$ cat src/rtl/ks_serial_add_arb.sv
// Two-requester round-robin byte-serial adder built around one 8-bit Kogge-Stone slice.
// Optional subtract support is enabled with macro KS_SERIAL_ADD_ARB_SUB_EN.
module ks_serial_add_arb #(
   parameter int unsigned NBYTES = 4
) (
   input  logic                clk,
   input  logic                rst,
   input  logic                req0_valid,
   input  logic                req1_valid,
   output logic                req0_ready,
   output logic                req1_ready,
   input  logic [8*NBYTES-1:0] req0_a,
   input  logic [8*NBYTES-1:0] req0_b,
   input  logic [8*NBYTES-1:0] req1_a,
   input  logic [8*NBYTES-1:0] req1_b,
`ifdef KS_SERIAL_ADD_ARB_SUB_EN
   input  logic                req0_sub,
   input  logic                req1_sub,
`endif
   output logic                res_valid,
   input  logic                res_ready,
   output logic [8*NBYTES-1:0] res_sum,
   output logic                res_cout,
   output logic                res_id
);

   localparam int unsigned W  = 8 * NBYTES;
   localparam int unsigned KW = (NBYTES > 1) ? $clog2(NBYTES) : 1;

   typedef enum logic [1:0] {StIdle, StRun, StDone} state_e;

   state_e          state_q, state_d;
   logic [W-1:0]    a_q, a_d, b_q, b_d, res_sum_q, res_sum_d;
   logic [KW-1:0]   k_q, k_d;
   logic            carry_q, carry_d, sub_q, sub_d;
   logic            res_cout_q, res_cout_d, res_id_q, res_id_d, last_q, last_d;
   logic            idle, accept, sel, sub_sel;
   logic [7:0]      op_a, op_b, ks_sum;
   logic            ks_cout;
   logic [7:0]      g0, p0, g1, p1, g2, p2, g3, prop;

   // Requester 0 wins a tie when requester 1 was served last, and vice versa.
   assign idle       = (state_q == StIdle) && !rst;
   assign req0_ready = idle && req0_valid && (!req1_valid || last_q);
   assign req1_ready = idle && req1_valid && (!req0_valid || !last_q);
   assign accept     = req0_ready || req1_ready;
   assign sel        = req1_ready;

`ifdef KS_SERIAL_ADD_ARB_SUB_EN
   assign sub_sel = sel ? req1_sub : req0_sub;
`else
   assign sub_sel = 1'b0;
`endif

   assign op_a = a_q[{k_q, 3'b000} +: 8];
   assign op_b = b_q[{k_q, 3'b000} +: 8] ^ {8{sub_q}};

   // Kogge-Stone slice; carry-in is folded into the bit-0 generate term.
   always_comb begin
      prop    = op_a ^ op_b;
      p0      = prop;
      g0      = op_a & op_b;
      g0[0]   = g0[0] | (p0[0] & carry_q);
      g1      = g0 | (p0 & {g0[6:0], 1'b0});
      p1      = p0 & {p0[6:0], 1'b1};
      g2      = g1 | (p1 & {g1[5:0], 2'b00});
      p2      = p1 & {p1[5:0], 2'b11};
      g3      = g2 | (p2 & {g2[3:0], 4'b0000});
      ks_sum  = prop ^ {g3[6:0], carry_q};
      ks_cout = g3[7];
   end

   always_comb begin
      state_d    = state_q;
      a_d        = a_q;
      b_d        = b_q;
      sub_d      = sub_q;
      k_d        = k_q;
      carry_d    = carry_q;
      res_sum_d  = res_sum_q;
      res_cout_d = res_cout_q;
      res_id_d   = res_id_q;
      last_d     = last_q;
      case (state_q)
         StIdle: begin
            if (accept) begin
               a_d      = sel ? req1_a : req0_a;
               b_d      = sel ? req1_b : req0_b;
               sub_d    = sub_sel;
               carry_d  = sub_sel;
               k_d      = '0;
               res_id_d = sel;
               last_d   = sel;
               state_d  = StRun;
            end
         end
         StRun: begin
            res_sum_d[{k_q, 3'b000} +: 8] = ks_sum;
            carry_d = ks_cout;
            k_d     = k_q + KW'(1);
            if (k_q == KW'(NBYTES - 1)) begin
               k_d        = '0;
               res_cout_d = ks_cout;
               state_d    = StDone;
            end
         end
         StDone: begin
            if (res_ready) state_d = StIdle;
         end
         default: state_d = StIdle;
      endcase
   end

   always_ff @(posedge clk) begin
      if (rst) begin
         state_q    <= StIdle;
         a_q        <= '0;
         b_q        <= '0;
         sub_q      <= 1'b0;
         k_q        <= '0;
         carry_q    <= 1'b0;
         res_sum_q  <= '0;
         res_cout_q <= 1'b0;
         res_id_q   <= 1'b0;
         last_q     <= 1'b1;
      end else begin
         state_q    <= state_d;
         a_q        <= a_d;
         b_q        <= b_d;
         sub_q      <= sub_d;
         k_q        <= k_d;
         carry_q    <= carry_d;
         res_sum_q  <= res_sum_d;
         res_cout_q <= res_cout_d;
         res_id_q   <= res_id_d;
         last_q     <= last_d;
      end
   end

   assign res_valid = (state_q == StDone);
   assign res_sum   = res_sum_q;
   assign res_cout  = res_cout_q;
   assign res_id    = res_id_q;

endmodule

$ cat config.mk
export PLATFORM = sky130hd
export DESIGN_NAME = ks_serial_add_arb
export DESIGN_NICKNAME = d
export VERILOG_FILES = /design/src/rtl/ks_serial_add_arb.sv
export SDC_FILE = /design/constraint.sdc
export NUM_CORES = 1
export LEC_CHECK = 0
export CAP_MARGIN = 40
export CORE_UTILIZATION = 30
export CTS_CLUSTER_SIZE = 12
export DETAILED_ROUTE_END_ITERATION = 16
export GPL_TIMING_DRIVEN = 1
export PLACE_DENSITY = 0.55
export SLEW_MARGIN = 30
export SYNTH_ARGS = -nofsm -noshare
export SYNTH_HDL_FRONTEND = slang
export SYNTH_SLANG_ARGS = --single-unit
$ cat constraint.sdc
create_clock -name clk -period 8.1 [get_ports clk]
set_input_delay 1.62 -clock clk [delete_from_list [all_inputs] [get_ports clk]]
set_output_delay 1.62 -clock clk [all_outputs]
set_load 0.03 [all_outputs]
==> results.txt <==
final hold violations -> 0
grt ovf -> 0
register share of total power -> 0.451
Initial Util -> 0.311
relative slew slack -> 0.515
Psw -> 349 µW
Diodes inserted -> 0
Post-route DRC -> 0
multi-input logic area -> 2940 µm²
Synthesis Warnings -> 0
drt wl/cell -> 17.1 µm
placer congestion estimate -> 0.783
Post-synth top flop -> dfxtp_1
fin nets -> 824
Hold EP -> res_sum[20]$_SDFFE_PP0P_
post-route ant nets -> 0
worst reg2reg setup slack -> 4.69 ns
CTS Buf Count -> 9
dpl hpwl -> 11.6 mm
fin worst setup slack -> 3.03 ns
CP Max Fanout -> 51
Worst Hold Depth -> 2
ys async rst share -> 0
worst path required time -> 6.48 ns
port bufs -> 169
Hold Crit Start -> res_sum[20]$_SDFFE_PP0P_
DR vias -> 4513
Seq cells post-synth -> 104
critical path class -> in -> out
Setup crit end kind -> primary output
RSZ-0062 raised after global routing -> false
power per cell area -> 171 nW/µm²
1st-iter DRT viols -> 221
# hold bufs at CTS -> 0
Max Fclk -> 197 MHz
DIE HEIGHT -> 134 µm
drt pass-1 iters -> 4
final setup TNS -> 0 ns
post-route cell area -> 7420 µm²
Total Routing Usage GR -> 0.178
syn avg cell area -> 9.86 µm²
maximum level of the CTS H-tree -> 3
Die ar. -> 18000 µm²
post-CTS setup buffer count -> 0
count of max-cap constraint violations -> 0
clock network fraction of design power -> 0.333
internal power -> 917 µW
CTS max path bufs -> 2
first-pass GRT wire length -> 24.7 mm
run status -> finished clean
Gate power share -> 0.216
Final Max Slew Viols -> 0
Synth-to-Final Area Change -> 41.9%
CTS tree -> yes
Pleak -> 0.00295 µW
skew final -> 0.00474 ns
initial antenna violation count -> 0
die width -> 134 µm
final wirelength -> 15.4 mm
fraction of layout cells with a size suffix above 1 -> 0.0764
Worst Setup Start Kind -> primary input
I/O pin total -> 170
path depth of the worst reg2reg path -> 9
Yosys cell types -> 47
FF-to-FF Start -> k_q[0]$_SDFFE_PP0P_
number of flops mapped to enable cells by yosys -> 0
Peak VDD IR -> 98.5 µV
Vias/cell -> 5.01
Setup violations, final -> 0
RR Endpoint -> res_sum[6]$_SDFFE_PP0P_
Mapped Cells -> 530
Seq/Total Area, Yosys -> 0.398
Cell Rows -> 47
largest net degree at the start of global routing -> 66
Crit path arrival time -> 3.45 ns
WHS -> 0.472 ns
Worst-path clk slew -> 0.07 ns
final worst path period need -> 5.07 ns
post-CTS resize count -> 0
Setup WS pre-CTS -> 3.02 ns
Sw Ratio -> 0.276
clock sinks -> 104
CORE AREA -> 16800 µm²
root cell of the clock tree -> clkbuf_16
Clock Latency Late Sink -> 0.35 ns
Mapped Nets -> 678
vias in the first global route -> 4540
HP Class -> reg -> reg
final period utilization -> 0.626
Placed Area -> 7110 µm²
Reg area -> 2080 µm²
number of fillers in the final layout -> 1621
Mapped Area -> 5230 µm²
slew of the pin with the lowest slew margin -> 0.724 ns
## logic make-up (layout without fill, tap and decap cells)
group	after synthesis	in the layout	share of synthesized area
adders and majority gates	15	15	0.0388
xor gates and xnor gates	2	2	0.00335
AOI/OAI and AO/OA	132	132	0.176
and+or+nand+nor	144	144	0.148
muxes	80	80	0.192
DFF	104	104	0.398
buffers and inverters	53	204	0.0438
## final cells by class
type                            instances  area share
Multi-Input combinational cell        373       0.396
Timing Repair Buffer                  176       0.241
Clock inverter                          4     0.00388
Tap cell                              220      0.0371
Sequential cell                       104       0.281
Inverter                               12     0.00607
Clock buffer                           12      0.0346
## layout by cell type, fill, tap and decap left out, types with 3 or more instances in the layout
cell and count:
buf_4 5, nand3b_1 15, or3b_1 4, nand2b_1 8, o21ai_0 3, nor2_1 81
o211ai_1 7, clkdlybuf4s50_1 168, ha_1 13, inv_1 10, o21ai_1 13, mux4_2 16
a21oi_1 13, clkbuf_16 9, a22oi_1 13, a211oi_1 68, nand2_1 13, a31oi_1 5
mux2i_1 64, nand3_1 5, dfxtp_1 103
## synthesized netlist by cell type, types with 2 or more instances
cell        n  area, µm²
dfxtp_1   104       2080
nor2_1     81        304
a211oi_1   68        510
mux2i_1    64        641
clkbuf_1   27        101
mux4_2     16        360
nand3b_1   15        113
a21oi_1    13       65.1
a22oi_1    13       97.6
ha_1       13        163
nand2_1    13       48.8
o21ai_1    13       65.1
inv_1      10       37.5
buf_2       9       45.0
nand2b_1    8       50.1
nand3_1     7       35.0
o211ai_1    7       52.6
a31oi_1     5       31.3
or3b_1      4       35.0
buf_4       3       22.5
o21ai_0     3       15.0
a21o_1      2       15.0
fa_1        2       40.0
inv_2       2       7.51
nand3b_4    2       40.0
nand4_1     2       12.5
nor2b_1     2       12.5
nor4b_4     2       47.6
xnor2_1     2       17.5
## stage by stage
stage	cells	util	power (µW)
6_report	901	0.441	1270
3_3_place_gp	882	0.420	849
2_1_floorplan	530	-	735
4_1_cts	900	0.439	1280
5_1_grt	901	0.441	1330
3_5_place_dp	884	0.422	857
## how the worst max path moves through the flow
stage | start | end | slack (ns) | depth (start not counted)
floorplan | rst | req0_ready | 3.98 | 6
global placement | rst | req1_ready | 3.06 | 5
detailed placement | rst | req1_ready | 3.02 | 5
CTS | rst | req1_ready | 3.01 | 5
global route | rst | req1_ready | 2.89 | 5
finish | rst | req1_ready | 3.03 | 5
## flip-flops by register name, summed over array words and instances (netlist names)
register	flops
a_q	32
b_q	32
carry_q	1
k_q	2
last_q	1
res_cout	1
res_id	1
res_sum	32
state_q	2
## power groups by stage
stage / Clock (µW) / Sequential [µW] / Combinational, µW
after floorplan: 0 / 574 / 162
after global placement: 0 / 585 / 264
after detailed placement: 0 / 583 / 274
after CTS: 433 / 572 / 275
after global routing: 454 / 576 / 299
final: 421 / 571 / 273
## metal layers
layer,wire length [µm],up-vias,global-route usage
met2,7370,131,0.297
met5,0,-,0
met3,836,9,0.0446
met4,156,0,0.0473
met1,7070,2116,0.227
li1,-,2257,-
## worst max-delay path: stages
cell	delay (ns)
buf_4	0.25
nor3_2	0.34
nand3_4	0.38
inv_2	0.15
clkdlybuf4s50_1	0.67
(Power assumes the default switching activity.)
